[src/rtl/results_buffer_arbiter_pkg.sv]
// rtl/results_buffer_arbiter_pkg.sv - shared encodings for the results buffer arbiter
//
// Purpose: read-slot state encoding, grant-owner encoding and request-vector
// bit positions shared by results_buffer_arbiter and rr_arb2.
// Ports: none (package).
package results_buffer_arbiter_pkg;

  // Read-response slot: idle, SRAM read in flight, response held for the host.
  typedef enum logic [1:0] {
    SLOT_EMPTY = 2'd0,
    SLOT_PEND  = 2'd1,
    SLOT_FULL  = 2'd2
  } slot_e;

  // Owner of the most recent SRAM grant; the value also equals the
  // request-vector bit index of that requester.
  typedef enum logic {
    OWNER_WRITE = 1'b0,
    OWNER_READ  = 1'b1
  } owner_e;

  localparam int unsigned REQ_WR = 0;
  localparam int unsigned REQ_RD = 1;

endpackage

[src/rtl/results_buffer_arbiter_rr_arb2.sv]
// rtl/results_buffer_arbiter_rr_arb2.sv - two-requester round-robin arbiter with a one-bit pointer
//
// Purpose: grants a lone requester immediately; on a conflict grants the
// requester that did not win last time.
// Ports:
//   clk, rst_n  clock and synchronous active-low reset
//   req[1:0]    request vector (bit 0 write, bit 1 read)
//   grant[1:0]  one-hot (or zero) combinational grant vector
module rr_arb2
  import results_buffer_arbiter_pkg::*;
(
  input  logic       clk,
  input  logic       rst_n,
  input  logic [1:0] req,
  output logic [1:0] grant
);

  owner_e last_q;

  always_comb begin
    grant = req;
    if (req == 2'b11) begin
      grant = (last_q == OWNER_READ) ? 2'b01 : 2'b10;
    end
  end

  // Reset to READ so that the write side wins the first conflict.
  always_ff @(posedge clk) begin
    if (!rst_n) begin
      last_q <= OWNER_READ;
    end else if (grant[REQ_RD]) begin
      last_q <= OWNER_READ;
    end else if (grant[REQ_WR]) begin
      last_q <= OWNER_WRITE;
    end
  end

endmodule

[src/rtl/results_buffer_arbiter.sv]
// rtl/results_buffer_arbiter.sv - arbitrates accumulator writes and host reads onto a single-port results SRAM
//
// Purpose: shares one external single-port SRAM between the accumulator drain
// (writes) and the host unload path (reads), with a one-entry read-response
// slot. Read latency is two cycles from grant to resp_valid.
// Ports:
//   clk, rst_n                 clock, synchronous active-low reset
//   wr_valid/wr_ready          write request handshake, wr_addr/wr_data payload
//   rd_valid/rd_ready          read request handshake, rd_addr payload
//   resp_valid/resp_ready      read response handshake, resp_data payload
//   sram_we/sram_addr/sram_din SRAM control, sram_dout registered SRAM read data
module results_buffer_arbiter
  import results_buffer_arbiter_pkg::*;
#(
  parameter int ADDRESSSIZE = 10,
  parameter int WORDSIZE    = 160
) (
  input  logic                   clk,
  input  logic                   rst_n,
  input  logic                   wr_valid,
  output logic                   wr_ready,
  input  logic [ADDRESSSIZE-1:0] wr_addr,
  input  logic [WORDSIZE-1:0]    wr_data,
  input  logic                   rd_valid,
  output logic                   rd_ready,
  input  logic [ADDRESSSIZE-1:0] rd_addr,
  output logic                   resp_valid,
  input  logic                   resp_ready,
  output logic [WORDSIZE-1:0]    resp_data,
  output logic                   sram_we,
  output logic [ADDRESSSIZE-1:0] sram_addr,
  output logic [WORDSIZE-1:0]    sram_din,
  input  logic [WORDSIZE-1:0]    sram_dout
);

  slot_e                  slot_q, slot_d;
  logic [ADDRESSSIZE-1:0] addr_q;
  logic [WORDSIZE-1:0]    resp_data_q;
  logic [1:0]             req, grant;
  logic                   rd_eligible;

  // Gating by rst_n keeps every output quiet during reset even though the
  // registers only clear at the next edge.
  assign resp_valid = rst_n && (slot_q == SLOT_FULL);

  // A held response may be replaced in the same cycle it is consumed; a read
  // in flight blocks new reads.
  assign rd_eligible = rd_valid &&
                       ((slot_q == SLOT_EMPTY) ||
                        ((slot_q == SLOT_FULL) && resp_valid && resp_ready));

  assign req[REQ_WR] = rst_n && wr_valid;
  assign req[REQ_RD] = rst_n && rd_eligible;

  rr_arb2 u_arb (
    .clk   (clk),
    .rst_n (rst_n),
    .req   (req),
    .grant (grant)
  );

  assign wr_ready  = grant[REQ_WR];
  assign rd_ready  = grant[REQ_RD];
  assign sram_we   = grant[REQ_WR];
  assign sram_din  = wr_data;
  assign resp_data = resp_data_q;

  always_comb begin
    sram_addr = addr_q;
    if (!rst_n) begin
      sram_addr = '0;
    end else if (grant[REQ_WR]) begin
      sram_addr = wr_addr;
    end else if (grant[REQ_RD]) begin
      sram_addr = rd_addr;
    end
  end

  always_comb begin
    slot_d = slot_q;
    case (slot_q)
      SLOT_EMPTY: if (grant[REQ_RD]) slot_d = SLOT_PEND;
      // The SRAM holds its output through a write, so a write granted here
      // does not disturb the capture.
      SLOT_PEND:  slot_d = SLOT_FULL;
      SLOT_FULL: begin
        if (grant[REQ_RD]) begin
          slot_d = SLOT_PEND;
        end else if (resp_ready) begin
          slot_d = SLOT_EMPTY;
        end
      end
      default:    slot_d = SLOT_EMPTY;
    endcase
  end

  always_ff @(posedge clk) begin
    if (!rst_n) begin
      slot_q <= SLOT_EMPTY;
      addr_q <= '0;
    end else begin
      slot_q <= slot_d;
      if (grant != 2'b00) begin
        addr_q <= sram_addr;
      end
    end
  end

  always_ff @(posedge clk) begin
    if (rst_n && (slot_q == SLOT_PEND)) begin
      resp_data_q <= sram_dout;
    end
  end

endmodule

[config.mk]
export PLATFORM = sky130hd
export DESIGN_NAME = results_buffer_arbiter
export DESIGN_NICKNAME = d
export VERILOG_FILES = /design/src/rtl/results_buffer_arbiter_pkg.sv /design/src/rtl/results_buffer_arbiter_rr_arb2.sv /design/src/rtl/results_buffer_arbiter.sv
export SDC_FILE = /design/constraint.sdc
export NUM_CORES = 1
export LEC_CHECK = 0
export CAP_MARGIN = 10
export CORE_AREA = 2 2 266 268
export CTS_BUF_LIST = sky130_fd_sc_hd__clkbuf_4
export DETAILED_ROUTE_END_ITERATION = 8
export DIE_AREA = 0 0 268 270
export PLACE_DENSITY = 0.31
export REMOVE_ABC_BUFFERS = 1
export SLEW_MARGIN = 20
export SYNTH_ARGS = -nofsm -noshare
export SYNTH_HDL_FRONTEND = slang
export SYNTH_SLANG_ARGS = --single-unit
[constraint.sdc]
create_clock -name clk -period 13.1 [get_ports clk]
set_clock_uncertainty 0.15 [all_clocks]
set_input_delay 3.275 -clock clk [delete_from_list [all_inputs] [get_ports clk]]
set_output_delay 3.275 -clock clk [all_outputs]
set_load 0.02 [all_outputs]
==> impl_metrics.json, run 1 <==
{
  "htreeDepth": 4,
  "numCtsBuffers": 17,
  "p_int_mw": 0.801,
  "cp_cell_sequence": "clkdlybuf4s50_1 > nor2b_1 > nand4_1 > a31oi_1 > clkdlybuf4s50_1",
  "worstReg2RegStart": "slot_q[0]$_SDFFE_PN0P_",
  "area_growth_pct": 54.8,
  "synth_top_area_share_pct": 69.4,
  "syn-cell-area_mm2": 0.00692,
  "cts_tree": "built",
  "row_count": 97,
  "final_nets": 975,
  "chipWidth_um": 268,
  "dp_hpwl_um": 50600,
  "ant_nets": 0,
  "hold_buffers": 0,
  "dieArea_mm2": 0.0724,
  "antenna_found_initial": 8,
  "cts_resized": 0,
  "synth.largest_area_cell": "edfxtp_1",
  "rsz0062_at_grt": "no",
  "cpMostUsedCell": "clkdlybuf4s50_1",
  "avgSynthCellArea_um2": 16.3,
  "p_seq_share_pct": 56.6,
  "switching_share_pct": 27.5,
  "layout_setup_ws_ns": 3.97,
  "worstSetupStartpointType": "primary input",
  "coreArea_mm2": 0.0695,
  "ios": 679,
  "post_drt_wl_per_cell_um": 37.7,
  "tightest_slew_ns": 1.03,
  "first_pass_iters": 5,
  "track_usage_pct": 16.3,
  "finalWirelength_um": 59700,
  "cts.clk_slew.worst_paths_ns": 0.17,
  "finalHoldViolCount": 0,
  "globalplace.congestion": 0.781,
  "holdWs_ns": 0.507,
  "cap_violations": 0,
  "p_per_area_mw_per_mm2": 103,
  "clkSinkCount": 173,
  "fin_crit_ns": 9.13,
  "first_iter_violations": 360,
  "synthCells": 424,
  "gr-total-overflow": 0,
  "final_common_cell": "clkdlybuf4s50_1",
  "ir_drop_v": 0.0000457,
  "status": "finished clean",
  "viasPerCell": 3.02,
  "drc": 0,
  "power.switching_mw": 0.304,
  "grt_start_max_net_pins": 162,
  "cts-root-buf": "clkbuf_4",
  "combPwrFrac_pct": 11.8,
  "place_ws_ns": 3.96,
  "place_area_mm2": 0.0104,
  "synth-seq-cells": 173,
  "grt_pass1_wl_um": 71000,
  "final_max_slew_viol_count": 0,
  "finish.utilization_pct": 15.4,
  "endpoint": "sram_addr[4]",
  "ff2ff_path_depth": 3,
  "instances_no_fill": 1584,
  "place_inst": 1551,
  "io_buffers": 358,
  "synthDistinctLibCells": 28,
  "r2r_slack_ns": 11.14,
  "insertion_delay_ns": 0.70,
  "critPathLaunch": "rd_valid",
  "critPathArrivalTime_ns": 5.70,
  "seq_area_frac_synth_pct": 73.1,
  "drive_above_1_share_pct": 7.15,
  "r2r-end": "resp_data[9]$_DFFE_PP_",
  "finalSetupViolCount": 0,
  "fillers": 7657,
  "relSlewSlack_pct": 31.3,
  "worstPathRequired_ns": 9.68,
  "synth_warnings": 0,
  "vias": 4778,
  "fin_area_mm2": 0.0107,
  "worstHoldPathCells": 3,
  "cts_buffer_depth": 2,
  "worst_path_max_delay_cell": "clkdlybuf4s50_1",
  "die_y_um": 270,
  "worstSetupPathType": "primary input to output pin",
  "hp-class": "flip-flop to flip-flop",
  "crit_path_end_kind": "output pin",
  "fmax_mhz": 110,
  "crit_path_max_incr_delay_ns": 0.72,
  "grt_pass1_vias": 4744,
  "initial_core_util_pct": 9.96,
  "layout_common_cells": "clkdlybuf4s50_1 (358), edfxtp_1 (160), a31oi_1 (20)",
  "post-route-period-util_pct": 69.7,
  "total_power_mw": 1.11,
  "clkPwrFrac_pct": 31.6,
  "p_leak_nw": 3.27,
  "final.setup.tns_ns": 0,
  "post-cts-setup-buffer-count": 0,
  "synth_area_leaders": "edfxtp_1 (69%), buf_4 (18%), dfxtp_1 (3.8%), o311ai_2 (1.9%), a31oi_1 (1.8%)",
  "critPathMaxFanout": 10
}
-- state kept, by name, summed over array words and instances (netlist names) --
signal	cells
slot_q	2
u_arb.last_q	1
resp_data	160
addr_q	10
-- area by class of cell --
class / count / area, um^2 / share of cell area (%)
clock buffer: 18 / 135 / 1.26
inverter: 2 / 7.51 / 0.0700
sequential: 173 / 5060 / 47.2
tap: 940 / 1180 / 11.0
antenna: 1 / 2.50 / 0.0233
multi-input combinational: 76 / 578 / 5.39
timing repair buffer: 360 / 3610 / 33.7
clock inverter: 14 / 146 / 1.37
-- power by group through the flow --
stage	combinational (mW)	sequential, mW	clock (mW)
6_report	0.131	0.625	0.349
5_1_grt	0.139	0.627	0.394
4_1_cts	0.132	0.626	0.386
3_5_place_dp	0.132	0.638	0
3_3_place_gp	0.132	0.638	0
2_1_floorplan	0.0224	0.655	0
-- logic make-up (layout without fill, tap and decap cells) --
logic type             count (synthesis)  count (layout)  synth area share (%)
AOI/OAI and AO/OA                     41              41                  5.02
DFF                                  173             173                  73.1
buffers and inverters                175             394                  18.6
other                                  0               1                     0
and+or+nand+nor                       35              35                  3.22
-- worst min-delay path by stage --
stage / from / endpoint / slack [ns]
after floorplan: addr_q[0]$_SDFFE_PN0P_ / addr_q[0]$_SDFFE_PN0P_ / 0.45
after CTS: addr_q[5]$_SDFFE_PN0P_ / addr_q[5]$_SDFFE_PN0P_ / 0.51
after detailed placement: addr_q[3]$_SDFFE_PN0P_ / addr_q[3]$_SDFFE_PN0P_ / 0.48
after global routing: addr_q[8]$_SDFFE_PN0P_ / addr_q[8]$_SDFFE_PN0P_ / 0.56
final: addr_q[1]$_SDFFE_PN0P_ / addr_q[1]$_SDFFE_PN0P_ / 0.51
after global placement: addr_q[8]$_SDFFE_PN0P_ / addr_q[8]$_SDFFE_PN0P_ / 0.48
-- Yosys cell counts --
master      n
buf_6       2
and3_1      1
nor3_1      2
o311ai_4    1
o21ai_1     4
nor2b_1    11
or2b_1      1
inv_1       2
edfxtp_1  160
nor2b_4     1
clkbuf_2    1
nand3_1     1
clkbuf_1    2
dfxtp_1    13
nand2b_4    1
a31oi_1    20
nor2_1      1
buf_2       6
nand2b_1    1
o311ai_1    1
nand4_1    10
or3_1       1
o311ai_2    8
buf_4     162
o21ai_0     6
a21o_1      1
nand2_1     3
nor3b_1     1
-- worst max-delay path, delay by kind of cell --
family                 cells  cell delay, ns
AO/OA/AOI/OAI              1            0.31
buffers and inverters      2            1.25
AND/OR/NAND/NOR            2            0.86
-- per-layer routing --
metal	global-route usage (%)	vias to the layer above	share of wire [%]
met5	9.32	-	1.7
met4	3.81	28	1.3
met3	23.3	59	29
met2	20.6	626	37
met1	13.9	2262	31
li1	-	1803	-
(Power assumes the default switching activity.)
==> inputs of run 2 (changes only) <==
Clock period 13.1 ns to 9.2 ns, I/O delays scaled along.
==> impl_metrics.json, run 2 (synthesized netlist as in run 1, its figures left out) <==
{
  "initial_core_util_pct": 9.96,
  "place_ws_ns": 2.00,
  "hold_buffers": 0,
  "cts-root-buf": "clkbuf_4",
  "clkPwrFrac_pct": 31.7,
  "track_usage_pct": 16.3,
  "globalplace.congestion": 0.783,
  "first_iter_violations": 386,
  "power.switching_mw": 0.432,
  "worstSetupPathType": "primary input to output pin",
  "row_count": 97,
  "critPathLaunch": "rd_valid",
  "post-cts-setup-buffer-count": 0,
  "layout_setup_ws_ns": 1.98,
  "min_from": "addr_q[2]$_SDFFE_PN0P_",
  "fmax_mhz": 138,
  "rsz0062_at_grt": "no",
  "total_power_mw": 1.58,
  "htreeDepth": 4,
  "cts_tree": "built",
  "largest_reg_flops": 160,
  "dieArea_mm2": 0.0724,
  "first_pass_iters": 5,
  "r2r-end": "resp_data[76]$_DFFE_PP_",
  "cts.clk_slew.worst_paths_ns": 0.16,
  "p_seq_share_pct": 56.5,
  "grt_pass1_wl_um": 70300,
  "coreArea_mm2": 0.0695,
  "chipWidth_um": 268,
  "worstHoldPathCells": 3,
  "p_per_area_mw_per_mm2": 147,
  "crit_path_end_kind": "output pin",
  "worstReg2RegStart": "slot_q[0]$_SDFFE_PN0P_",
  "viasPerCell": 3.00,
  "fin_crit_ns": 7.22,
  "hp-class": "flip-flop to flip-flop",
  "ant_nets": 0,
  "final_max_slew_viol_count": 0,
  "finalWirelength_um": 59900,
  "critPathMaxFanout": 10,
  "p_int_mw": 1.14,
  "cts_resized": 0,
  "numCtsBuffers": 17,
  "finalHoldViolCount": 0,
  "status": "finished clean",
  "p_leak_nw": 3.27,
  "ir_drop_v": 0.0000699,
  "antenna_found_initial": 9,
  "finalSetupViolCount": 0,
  "critPathArrivalTime_ns": 4.77,
  "cap_violations": 0,
  "cts_buffer_depth": 2,
  "insertion_delay_ns": 0.73,
  "final.setup.tns_ns": 0,
  "final_common_cell": "clkdlybuf4s50_1",
  "vias": 4766,
  "die_y_um": 270,
  "worstPathRequired_ns": 6.75,
  "min_to": "addr_q[2]$_SDFFE_PN0P_",
  "ios": 679,
  "dp_hpwl_um": 50900,
  "relSlewSlack_pct": 33.2,
  "clkSinkCount": 173,
  "holdWs_ns": 0.505,
  "tightest_slew_ns": 1.00,
  "area_growth_pct": 55.0,
  "io_buffers": 358,
  "drc": 0,
  "gr-total-overflow": 0,
  "post-route-period-util_pct": 78.5,
  "grt_start_max_net_pins": 74,
  "worstSetupStartpointType": "primary input",
  "ff2ff_path_depth": 4,
  "post_drt_wl_per_cell_um": 37.8,
  "final_nets": 977,
  "drive_above_1_share_pct": 7.44,
  "layout_common_cells": "clkdlybuf4s50_1 (358), edfxtp_1 (160), a31oi_1 (20)",
  "grt_pass1_vias": 4693,
  "r2r_slack_ns": 6.73,
  "switching_share_pct": 27.4,
  "combPwrFrac_pct": 11.8
}
## run 2: cell count changes in the layout (fill, tap and decap cells not counted), sizes merged
| cell | delta |
|---|---|
| inv | -1 |
| clkbuf | +1 |
| buf | +2 |
| clkinvlp | +2 |
| clkinv | -2 |
| diode | +1 |
## run 2: worst max-delay path, cell delays in order
cell	delay, ns
clkdlybuf4s50_1	0.54
nor2b_1	0.62
nand4_1	0.29
a31oi_1	0.30
clkdlybuf4s50_1	0.72
## run 2: metal layers
| metal | global-route usage [%] | wire length (um) | up-vias |
|---|---|---|---|
| met5 | 7.77 | 839 | - |
| met4 | 4.25 | 929 | 34 |
| met3 | 22.7 | 17500 | 70 |
| met2 | 20.7 | 22500 | 659 |
| met1 | 13.9 | 18100 | 2201 |
| li1 | - | - | 1802 |
## run 2: power by group through the flow
stage          combinational, mW  clock [mW]  sequential [mW]
4_1_cts                    0.188       0.553            0.890
3_5_place_dp               0.187           0            0.908
5_1_grt                    0.198       0.567            0.893
2_1_floorplan             0.0320           0            0.932
6_report                   0.186       0.499            0.890
3_3_place_gp               0.188           0            0.908
## run 2: cell type report
| cell class | instances | area (um^2) |
|---|---|---|
| Clock inverter | 13 | 143 |
| Antenna cell | 2 | 5.00 |
| Sequential cell | 173 | 5060 |
| Tap cell | 940 | 1180 |
| Inverter | 2 | 7.51 |
| Timing Repair Buffer | 362 | 3610 |
| Fill cell | 7639 | 58800 |
| Clock buffer | 19 | 143 |
| Multi-Input combinational cell | 76 | 578 |
## run 2: how the worst max path moves through the flow
stage | depth (start not counted) | slack [ns] | endpoint
finish | 5 | 1.98 | sram_addr[4]
global placement | 5 | 1.96 | sram_addr[4]
CTS | 5 | 1.98 | sram_addr[4]
global route | 5 | 1.82 | sram_addr[4]
floorplan | 2 | -0.70 | resp_data[0]$_DFFE_PP_
detailed placement | 5 | 2.00 | sram_addr[4]
## run 2: metrics by stage
step	util (%)	cell area (um^2)	cells
6_report	15.4	10700	1587
3_3_place_gp	15.0	10400	1553
5_1_grt	15.4	10700	1587
3_5_place_dp	15.0	10400	1553
2_1_floorplan	-	5640	251
4_1_cts	15.4	10700	1585
==> inputs of run 3 (changes only) <==
Clock period 9.2 ns to 6.7 ns, I/O delays scaled along.
==> impl_metrics.json, run 3 (synthesized netlist as in run 1, its figures left out) <==
{
  "status": "finished clean",
  "fin_area_mm2": 0.0107,
  "area_growth_pct": 54.8,
  "cts.clk_slew.worst_paths_ns": 0.15,
  "cts-root-buf": "clkbuf_4",
  "seq_area_mm2": 0.00506,
  "place_area_mm2": 0.0104,
  "p_per_area_mw_per_mm2": 197,
  "insertion_delay_ns": 0.70,
  "worstReg2RegStart": "slot_q[0]$_SDFFE_PN0P_",
  "post-cts-setup-buffer-count": 0,
  "clkSinkCount": 173,
  "dieArea_mm2": 0.0724,
  "viasPerCell": 3.05,
  "p_int_mw": 1.56,
  "first_pass_iters": 5,
  "r2r-end": "resp_data[11]$_DFFE_PP_",
  "fmax_mhz": 174,
  "layout_setup_ws_ns": 0.953,
  "grt_start_max_net_pins": 74,
  "die_y_um": 270,
  "place_inst": 1554,
  "worstHoldPathCells": 3,
  "ir_drop_v": 0.0000970,
  "grt_pass1_wl_um": 70400,
  "row_count": 97,
  "r2r_slack_ns": 4.54,
  "cap_violations": 0,
  "htreeDepth": 4,
  "globalplace.congestion": 0.783,
  "finalHoldViolCount": 0,
  "switching_share_pct": 26.4,
  "final_common_cell": "clkdlybuf4s50_1",
  "relSlewSlack_pct": 30.2,
  "p_leak_nw": 3.27,
  "io_buffers": 358,
  "track_usage_pct": 16.3,
  "min_from": "addr_q[2]$_SDFFE_PN0P_",
  "coreArea_mm2": 0.0695,
  "crit_path_end_kind": "output pin",
  "antenna_found_initial": 9,
  "drc": 0,
  "worstPathRequired_ns": 4.88,
  "largest_reg_flops": 160,
  "first_iter_violations": 439,
  "post-route-period-util_pct": 85.8,
  "finalSetupViolCount": 0,
  "hp-class": "flip-flop to flip-flop",
  "min_to": "addr_q[2]$_SDFFE_PN0P_",
  "place_ws_ns": 0.903,
  "grt_pass1_vias": 4637,
  "gr-total-overflow": 0,
  "combPwrFrac_pct": 12.2,
  "cts_tree": "built",
  "p_seq_share_pct": 57.8,
  "fin_crit_ns": 5.75,
  "finalWirelength_um": 59800,
  "ant_nets": 0,
  "cts_resized": 0,
  "final_nets": 978,
  "multiInputGateArea_um2": 578,
  "numCtsBuffers": 17,
  "initial_core_util_pct": 9.96,
  "rsz0062_at_grt": "no",
  "layout_common_cells": "clkdlybuf4s50_1 (358), edfxtp_1 (160), a31oi_1 (20)",
  "power.switching_mw": 0.559,
  "dp_hpwl_um": 51100,
  "holdWs_ns": 0.505,
  "fillers": 7608,
  "cts_buffer_depth": 2,
  "drive_above_1_share_pct": 7.29,
  "instances_no_fill": 1592,
  "ff2ff_path_depth": 3,
  "chipWidth_um": 268,
  "clkPwrFrac_pct": 30.1,
  "ios": 679,
  "critPathArrivalTime_ns": 3.92,
  "finish.utilization_pct": 15.4,
  "post_drt_wl_per_cell_um": 37.6,
  "tightest_slew_ns": 1.05,
  "final.setup.tns_ns": 0,
  "hold_buffers": 0,
  "worstSetupPathType": "primary input to output pin",
  "worstSetupStartpointType": "primary input",
  "total_power_mw": 2.12,
  "critPathMaxFanout": 23,
  "vias": 4860,
  "final_max_slew_viol_count": 0
}
-- run 3: how the worst max path moves through the flow --
stage	cells past startpoint	end	from
floorplan	2	resp_data[0]$_DFFE_PP_	rst_n
global placement	5	sram_addr[4]	resp_ready
detailed placement	5	sram_addr[4]	resp_ready
CTS	5	sram_addr[4]	resp_ready
global route	5	sram_addr[4]	resp_ready
finish	5	sram_addr[4]	resp_ready
-- run 3: worst max-delay path, stage by stage --
cell and delay, ns:
clkdlybuf4s50_1 0.49, nor2b_4 0.59, o21ai_1 0.16, a31oi_1 0.28, clkdlybuf4s50_1 0.70
-- run 3: layout make-up --
cell class,count,share of cell area (%)
Antenna cell,7,0.163
Clock buffer,19,1.33
Clock inverter,12,1.06
Inverter,2,0.0700
Multi-Input combinational cell,76,5.39
Sequential cell,173,47.2
Tap cell,940,11.0
Timing Repair Buffer,363,33.8
-- run 3: routing by layer --
metal  routed length (um)  vias up  GRT usage, %  part of all wire [%]
met4                  886       30          3.70                   1.5
met2                22700      682          20.8                    38
li1                     -     1810             -                     -
met3                18100       67          23.1                    30
met5                  931        -          9.59                   1.6
met1                17300     2271          13.6                    29
-- run 3: power by group through the flow --
stage          clock network (mW)  logic [mW]  registers (mW)
4_1_cts                     0.702       0.260            1.22
6_report                    0.636       0.257            1.22
2_1_floorplan                   0      0.0439            1.28
3_5_place_dp                    0       0.260            1.25
5_1_grt                     0.733       0.273            1.23
3_3_place_gp                    0       0.260            1.25
